===== src/rtl/mem_ctrl.sv =====
// rtl/mem_ctrl.sv - byte-serial RAM/IO port owner for I-cache block fills and LSB loads/stores
// Optional: define MEMC_IOBUF_STALL_EN to hold IO-mapped store bytes while io_buffer_full is set.
module mem_ctrl #(
  parameter int         IF_BLK_BYTES = 64,
  parameter int         ADDR_W       = 32,
  parameter logic [1:0] IO_ADDR_MARK = 2'b11
) (
  input  logic                      clk,
  input  logic                      rst,
  input  logic                      rdy,
  input  logic [7:0]                mem_din,
  output logic [7:0]                mem_dout,
  output logic [ADDR_W-1:0]         mem_a,
  output logic                      mem_wr,
  input  logic                      io_buffer_full,
  input  logic                      if_en,
  input  logic [ADDR_W-1:0]         if_pc,
  output logic                      if_done,
  output logic [IF_BLK_BYTES*8-1:0] if_data,
  input  logic                      lsb_en,
  input  logic                      lsb_wr,
  input  logic [ADDR_W-1:0]         lsb_addr,
  input  logic [1:0]                lsb_len,
  input  logic [31:0]               lsb_w_data,
  output logic                      lsb_done,
  output logic [31:0]               lsb_r_data,
  input  logic                      rob_clear
);
  localparam int CW = $clog2(IF_BLK_BYTES + 1);
  localparam int BW = $clog2(IF_BLK_BYTES * 8);

  typedef enum logic [2:0] {IDLE, IF_RD, LS_RD, LS_WR, DONE} state_t;

  state_t                    state;
  logic [CW-1:0]             cnt;
  logic [CW-1:0]             n;
  logic [ADDR_W-1:0]         base;
  logic [31:0]               wsh;
  logic [IF_BLK_BYTES*8-1:0] blk;
  logic [IF_BLK_BYTES*8-1:0] blk_nx;
  logic [BW-1:0]             bidx;
  logic                      stall_new;
  logic                      stall_cur;

`ifdef MEMC_IOBUF_STALL_EN
  assign stall_new = (lsb_addr[17:16] == IO_ADDR_MARK) && io_buffer_full;
  assign stall_cur = (base[17:16] == IO_ADDR_MARK) && io_buffer_full;
`else
  logic unused_io_buffer_full;
  assign unused_io_buffer_full = io_buffer_full;
  assign stall_new = 1'b0;
  assign stall_cur = 1'b0;
`endif

  // During a read, cnt counts cycles; mem_din in cycle cnt carries byte cnt-1.
  always_comb begin
    bidx   = BW'({cnt - CW'(1), 3'b000});
    blk_nx = blk;
    if (cnt != '0) blk_nx[bidx +: 8] = mem_din;
  end

  always_ff @(posedge clk) begin
    if (rst) begin
      state      <= IDLE;
      cnt        <= '0;
      n          <= '0;
      base       <= '0;
      wsh        <= '0;
      blk        <= '0;
      mem_a      <= '0;
      mem_dout   <= '0;
      mem_wr     <= 1'b0;
      if_done    <= 1'b0;
      lsb_done   <= 1'b0;
      if_data    <= '0;
      lsb_r_data <= '0;
    end else if (rdy) begin
      if_done  <= 1'b0;
      lsb_done <= 1'b0;
      case (state)
        IDLE: begin
          cnt    <= '0;
          blk    <= '0;
          mem_wr <= 1'b0;
          // A load under flush is refused, which lets a pending fill go instead.
          if (lsb_en && (lsb_wr || !rob_clear)) begin
            base  <= lsb_addr;
            n     <= CW'(lsb_len) + CW'(1);
            mem_a <= lsb_addr;
            if (lsb_wr) begin
              state    <= LS_WR;
              mem_dout <= lsb_w_data[7:0];
              wsh      <= lsb_w_data >> 8;
              mem_wr   <= !stall_new;
            end else begin
              state <= LS_RD;
            end
          end else if (if_en) begin
            base  <= if_pc;
            n     <= CW'(IF_BLK_BYTES);
            mem_a <= if_pc;
            state <= IF_RD;
          end
        end
        IF_RD, LS_RD: begin
          if (state == LS_RD && rob_clear) begin
            state <= IDLE;
          end else begin
            blk <= blk_nx;
            cnt <= cnt + CW'(1);
            if (cnt + CW'(1) < n) mem_a <= base + ADDR_W'(cnt) + ADDR_W'(1);
            if (cnt == n) begin
              state <= DONE;
              if (state == IF_RD) begin
                if_done <= 1'b1;
                if_data <= blk_nx;
              end else begin
                lsb_done   <= 1'b1;
                lsb_r_data <= blk_nx[31:0];
              end
            end
          end
        end
        LS_WR: begin
          if (!mem_wr) begin
            mem_wr <= !stall_cur;
          end else if (cnt + CW'(1) < n) begin
            cnt      <= cnt + CW'(1);
            mem_a    <= base + ADDR_W'(cnt) + ADDR_W'(1);
            mem_dout <= wsh[7:0];
            wsh      <= wsh >> 8;
            mem_wr   <= !stall_cur;
          end else begin
            mem_wr   <= 1'b0;
            lsb_done <= 1'b1;
            state    <= DONE;
          end
        end
        DONE: begin
          mem_wr <= 1'b0;
          state  <= IDLE;
        end
        default: state <= IDLE;
      endcase
    end
  end
endmodule


===== config.mk =====
export PLATFORM = sky130hd
export DESIGN_NAME = mem_ctrl
export DESIGN_NICKNAME = d
export VERILOG_FILES = /design/src/rtl/mem_ctrl.sv
export SDC_FILE = /design/constraint.sdc
export NUM_CORES = 2
export LEC_CHECK = 0
export CORE_MARGIN = 4
export CORE_UTILIZATION = 30
export CTS_CLUSTER_DIAMETER = 120
export CTS_CLUSTER_SIZE = 20
export DETAILED_ROUTE_END_ITERATION = 10
export PLACE_DENSITY = 0.49
export SYNTH_ARGS = -nofsm -noshare
export SYNTH_HDL_FRONTEND = slang
export SYNTH_SLANG_ARGS = --single-unit

===== constraint.sdc =====
create_clock -name clk -period 4.9 [get_ports clk]
set_input_delay 0.98 -clock clk [delete_from_list [all_inputs] [get_ports clk]]
set_output_delay 0.98 -clock clk [all_outputs]
set_load 0.01 [all_outputs]

# ---- Yosys cells after proc, flatten, opt, wreduce, memory -nomap -nowiden
# Index checks and enable logic that the tools add are counted.
dict set report op_classes {
  n_shift 2
  order_cmp 1
  n_mux 49
  eq_ne 13
  bitwise_logic 2
  add_sub_neg 6
  n_reduce_logical 21
}
# op count
set op_table {}
lappend op_table {{512-bit two-way mux} 2}
lappend op_table {{512-bit one-hot mux with 2 select lines} 1}
lappend op_table {{512-bit bitwise mux} 1}
lappend op_table {{8-bit by 11-bit variable shift with 512-bit output (first input constant)} 1}
lappend op_table {{8-bit by 11-bit variable part select with 512-bit output} 1}
lappend op_table {{32-bit two-way mux} 9}
lappend op_table {{32-bit one-hot mux with 3 select lines} 1}
lappend op_table {{32-bit one-hot mux with 2 select lines} 1}
lappend op_table {{7-bit two-way mux} 5}
lappend op_table {{32-bit by 1-bit adder with 32-bit output (second input constant)} 1}
lappend op_table {{32-bit by 7-bit adder with 32-bit output} 1}
lappend op_table {{8-bit two-way mux} 4}
lappend op_table {{5-bit AND reduction} 5}
lappend op_table {{7-bit one-hot mux with 3 select lines} 1}
lappend op_table {{3-bit two-way mux} 6}
lappend op_table {{8-bit one-hot mux with 2 select lines} 1}
lappend op_table {{1-bit two-way mux} 14}
lappend op_table {{2-bit != test (second input constant)} 6}
lappend op_table {{9-bit negator with 11-bit output} 1}
lappend op_table {{3-bit one-hot mux with 3 select lines} 1}
lappend op_table {{7-bit by 1-bit adder with 7-bit output (second input constant)} 1}
lappend op_table {{7-bit equality test} 1}
lappend op_table {{7-bit < comparator} 1}
lappend op_table {{7-bit nonzero test} 1}
lappend op_table {{19 further kinds} 27}
dict set report word_totals {
  in_bits 114
  wordCells 107
  reg_bits 1180
}

# ---- Logic depth before layout (Yosys ltp)
dict set report depth {
  ltp_word 7
  depth_mapped 14
  mapped_depth_nobuf 11
}

# ---- Worst setup path after synthesis
# Ideal clock, no wire load.
dict set report synth_path {
  path_kind {reg2reg}
  startpoint {register cnt[1]}
  endpoint {register lsb_r_data[31]}
  stages_incl_launch_ff 13
  required_time_ps 4768
  path_slack_ps 1725
  arrival_ps 3043
  synth_period_minus_slack_ps 3175
  path_cell_list {dfxtp_1 > buf_2 > inv_1 > ha_1 > buf_4 > xnor2_2 > a21oi_1 > o22a_1 > or4_1 > buf_2 > mux2_1 > nor2_1 > nor3_1}
}
dict set report synth_via {
  elab_chain_len 5
  word_cells_on_any_way 9
}
# element line
set synth_lines {}
lappend synth_lines {{start, declared} 35} ;# logic [CW-1:0] cnt;
lappend synth_lines {{start signal, assigned} 110} ;# cnt <= cnt + CW'(1);
lappend synth_lines {{start signal, assigned} 128} ;# cnt <= cnt + CW'(1);
lappend synth_lines {{6-bit by 1-bit subtractor with 6-bit output} 57} ;# bidx = BW'({cnt - CW'(1), 3'b000});
lappend synth_lines {{9-bit negator with 11-bit output} 59} ;# if (cnt != '0) blk_nx[bidx +: 8] = mem_din;
lappend synth_lines {{8-bit by 11-bit variable part select with 512-bit output / 8-bit by 11-bit variable shift with 512-bit output (equally long branches)} 59}
lappend synth_lines {{512-bit bitwise mux} 59}
lappend synth_lines {{512-bit two-way mux} 59}
lappend synth_lines {{end signal, assigned} 119} ;# lsb_r_data <= blk_nx[31:0];
lappend synth_lines {{end, declared} 26} ;# output logic [31:0] lsb_r_data,
# Parallel ways exist; a longest one is shown, timed or not.
# A chain may end at the register's enable or synchronous reset.

# ---- Final worst setup path
dict set report layout_path {
  startpoint {register cnt[0]}
  endpoint {register blk[157]}
}
dict set report layout_via {
  elab_chain_len 7
  word_cells_on_any_way 9
}
# element line
set layout_lines {}
lappend layout_lines {{6-bit by 1-bit subtractor with 6-bit output} 57}
lappend layout_lines {{9-bit negator with 11-bit output} 59}
lappend layout_lines {{8-bit by 11-bit variable part select with 512-bit output / 8-bit by 11-bit variable shift with 512-bit output (equally long branches)} 59}
lappend layout_lines {{512-bit bitwise mux} 59}
lappend layout_lines {{512-bit two-way mux *} 59}
lappend layout_lines {{512-bit two-way mux *} 106} ;# if (state == LS_RD && rob_clear) begin
lappend layout_lines {{512-bit one-hot mux with 2 select lines *} 80} ;# case (state)
lappend layout_lines {{end signal, assigned} 109} ;# blk <= blk_nx;
lappend layout_lines {{end, declared} 39} ;# logic [IF_BLK_BYTES*8-1:0] blk;
# Mark *: on every way between the ends. The rest lies on a longest branch, timed or not. The select of a mux whose other input is x is not followed.

==> impl_metrics.csv <==
group,metric,value,unit
outcome,status,"complete, no violations",
routing,firstDrtPassIters,5,
setup_path,crit_path_frequent_cell,"buf_4",
final_layout,postLayoutCoreUtil,37.84,%
global_route,grt_max_degree,179,
cts,clock_sinks,1169,
logic_synthesis,avgSynthCellArea,9.228,µm²
routing,drc,0,
logic_synthesis,syn_nets,4918,
logic_synthesis,syn_area,0.04415,mm²
final_layout,synthToLayoutAreaGrowth,25.06,%
cts,clkSlewWorstSetupHoldPaths,0.10,ns
cts,cts_tree,"yes",
sta,setup_slack,0.6090,ns
final_layout,drive_gt1_share,7.341,%
sta,final_max_slew_viol_count,0,
global_route,antenna_found_initial,8,
routing,drt.antenna.violating_nets,0,
power,power_density,336.8,mW/mm²
placement,numPortBuffers,699,
die,start_util,30.26,%
cts,cts-resized-gates,0,
setup_path,path_class,"reg2reg",
logic_synthesis,synth_edf_count,0,
die,die-width,391.6,µm
cts,cts_htree_levels,3,
cts,clk_path_buf_depth,3,
final_layout,final_common_cell,"dfxtp_1",
run,drv_cap,0,
cts,cts_root_buf,"clkbuf_16",
die,die_area,0.1534,mm²
setup_path,cp_slowest_cell,"nand3_1",
placement,routabilityCongestion,0.8558,
min_path,min_path_type,"reg2reg",
routing,vias_per_cell,5.338,
setup_path,slowest_delay,0.95,ns
sta,layout_min_cycle_time,4.291,ns
routing,drt-met1-wl,81.07,mm
sta,worst_pin_slew,1.389,ns
cts,worstSkewPairLatency,0.71,ns
final_layout,final_cell_mix,"dfxtp_1 (1169), clkdlybuf4s50_1 (698), nand2_1 (621)",
final_layout,final_nets,5462,
logic_synthesis,synthArstFlopShare,0,%
sta,setup_viol,0,
setup_path,cp-end-kind,"flip-flop",
setup_path,critPathMaxFanout,17,
routing,topRoutingLayerUsed,"met5",
logic_synthesis,syn_inst,4785,
logic_synthesis,synth_seq_area_share,53.00,%
setup_path,critPathArrivalTime,4.92,ns
logic_synthesis,synth_flop_cell,"dfxtp_1",
power,totalPowerFinal,18600,µW
cts,postCtsSetupBuffers,0,
logic_synthesis,synth_cell_type_count,88,
power,p_leak,0.01941,µW
die,coreArea,0.1459,mm²
routing,drt-initial-drc-count,3251,
global_route,grt_pass1_vias,37410,
cts,hold_buffers,0,
logic_synthesis,synth_seq_cells,1169,
setup_path,start_kind,"flip-flop",
setup_path,crit_chain,"buf_4 > inv_1 > ha_1 > xnor2_2 > a21oi_1 > a21oi_2 > nand3_1 > buf_4 > o2bb2ai_1",
sta,finalSetupTns,0,ns
die,rows,140,
logic_synthesis,synth-warning-count,0,
routing,wl_met3,12.73,mm
global_route,grt_use_total,24.05,%
placement,hpwl,138.9,mm
sta,maxSlewHeadroom,7.062,%
sta,finClkSkew,0.02919,ns
cts,cts_made_buffers,69,
routing,met2_wirelength,91.38,mm
routing,avgRoutedWirePerCell,26.49,µm
sta,max_freq,233.0,MHz
die,die_y,391.6,µm
global_route,grt_pass1_wl,272.3,mm
power,ir_drop,0.2292,mV
setup_path,cp.required,5.53,ns
placement,dp_slack,0.3275,ns
sta,finalCritPeriodShare,87.57,%
routing,drt_wl_total,192.2,mm
sta,rsz0062_at_grt,"false",
die,io_pins,701,
global_route,gr-total-overflow,0,
routing,vias,38740,
sta,hold_violations,0,
==> where the power goes <==
| group | total (µW) | switching [µW] | internal (µW) | leakage [µW] |
|---|---|---|---|---|
| sequential | 9920 | 180 | 9740 | 0.00944 |
| clock | 6110 | 3440 | 2670 | 0.000941 |
| combinational | 2570 | 1700 | 868 | 0.00903 |
==> final cells by class <==
type | count | area (µm²)
clock buffer | 71 | 1755
antenna | 1 | 2.502
fill | 14940 | 90700
clock inverter | 11 | 155.1
timing repair buffer | 850 | 8285
inverter | 22 | 85.08
tap | 1917 | 2399
sequential | 1169 | 23400
multi-input combinational | 3217 | 19130
==> critical path, delay by kind of cell (launching register included) <==
family          cells  cell delay (ns)
compound gates      3             1.09
simple gates        1             0.95
buf+inv             3             0.89
xor+xnor            1             0.49
fa+ha+maj           1             0.43
flops               1             0.35
==> synth_stat cells (all sizes together), types with 87 or more instances <==
master | count | area share (%)
a22o | 211 | 4.2
a211oi | 88 | 1.6
a32o | 118 | 2.7
clkbuf | 224 | 1.9
o2bb2ai | 203 | 4.0
dfxtp | 1169 | 53
nor2 | 622 | 5.3
buf | 153 | 1.8
nor3 | 93 | 1.2
mux2i | 87 | 2.0
nand2 | 626 | 5.3
o21ai | 245 | 2.8
nand3 | 94 | 1.1
a21oi | 389 | 4.4
==> layer usage <==
metal | GRT usage (%) | up-vias
met1 | 30.40 | 19130
met5 | 0 | -
li1 | - | 18200
met2 | 40.53 | 1173
met3 | 5.438 | 242
met4 | 7.953 | 4
==> sequential cells by signal, summed over array words and instances, names as in the netlist <==
signal,cells
blk,512
if_data,512
base,32
lsb_r_data,32
mem_a,32
wsh,24
mem_dout,8
cnt,7
n,4
state,3
if_done,1
lsb_done,1
mem_wr,1
==> logic make-up after synthesis <==
kind of cell	count (synthesis)	share of synthesized area, %
buffers and inverters	399	3.854
AOI/OAI and AO/OA	1454	23.85
muxes	111	2.593
adders and majority gates	19	0.5554
and+or+nand+nor	1598	15.38
xor gates and xnor gates	35	0.7623
DFF	1169	53.00
==> final timing paths <==
path	start	endpoint	slack, ns	cells after the start
worst min-delay path	blk[252]	if_data[252]	0.45	2
worst min register to register	blk[252]	if_data[252]	0.45	2
worst max register to register	cnt[0]	blk[157]	0.61	9
worst max-delay path	cnt[0]	blk[157]	0.61	9
==> through the flow <==
| step | hold WS (ns) | cell area [µm²] | std cells |
|---|---|---|---|
| CTS | 0.4542 | 55220 | 7257 |
| global route | 0.4699 | 55220 | 7257 |
| detailed placement | 0.4427 | 53310 | 7175 |
| global placement | 0.4347 | 53310 | 7175 |
| finish | 0.4464 | 55220 | 7258 |
| floorplan | 0.4247 | 44150 | 4785 |
(Power assumes the default switching activity.)
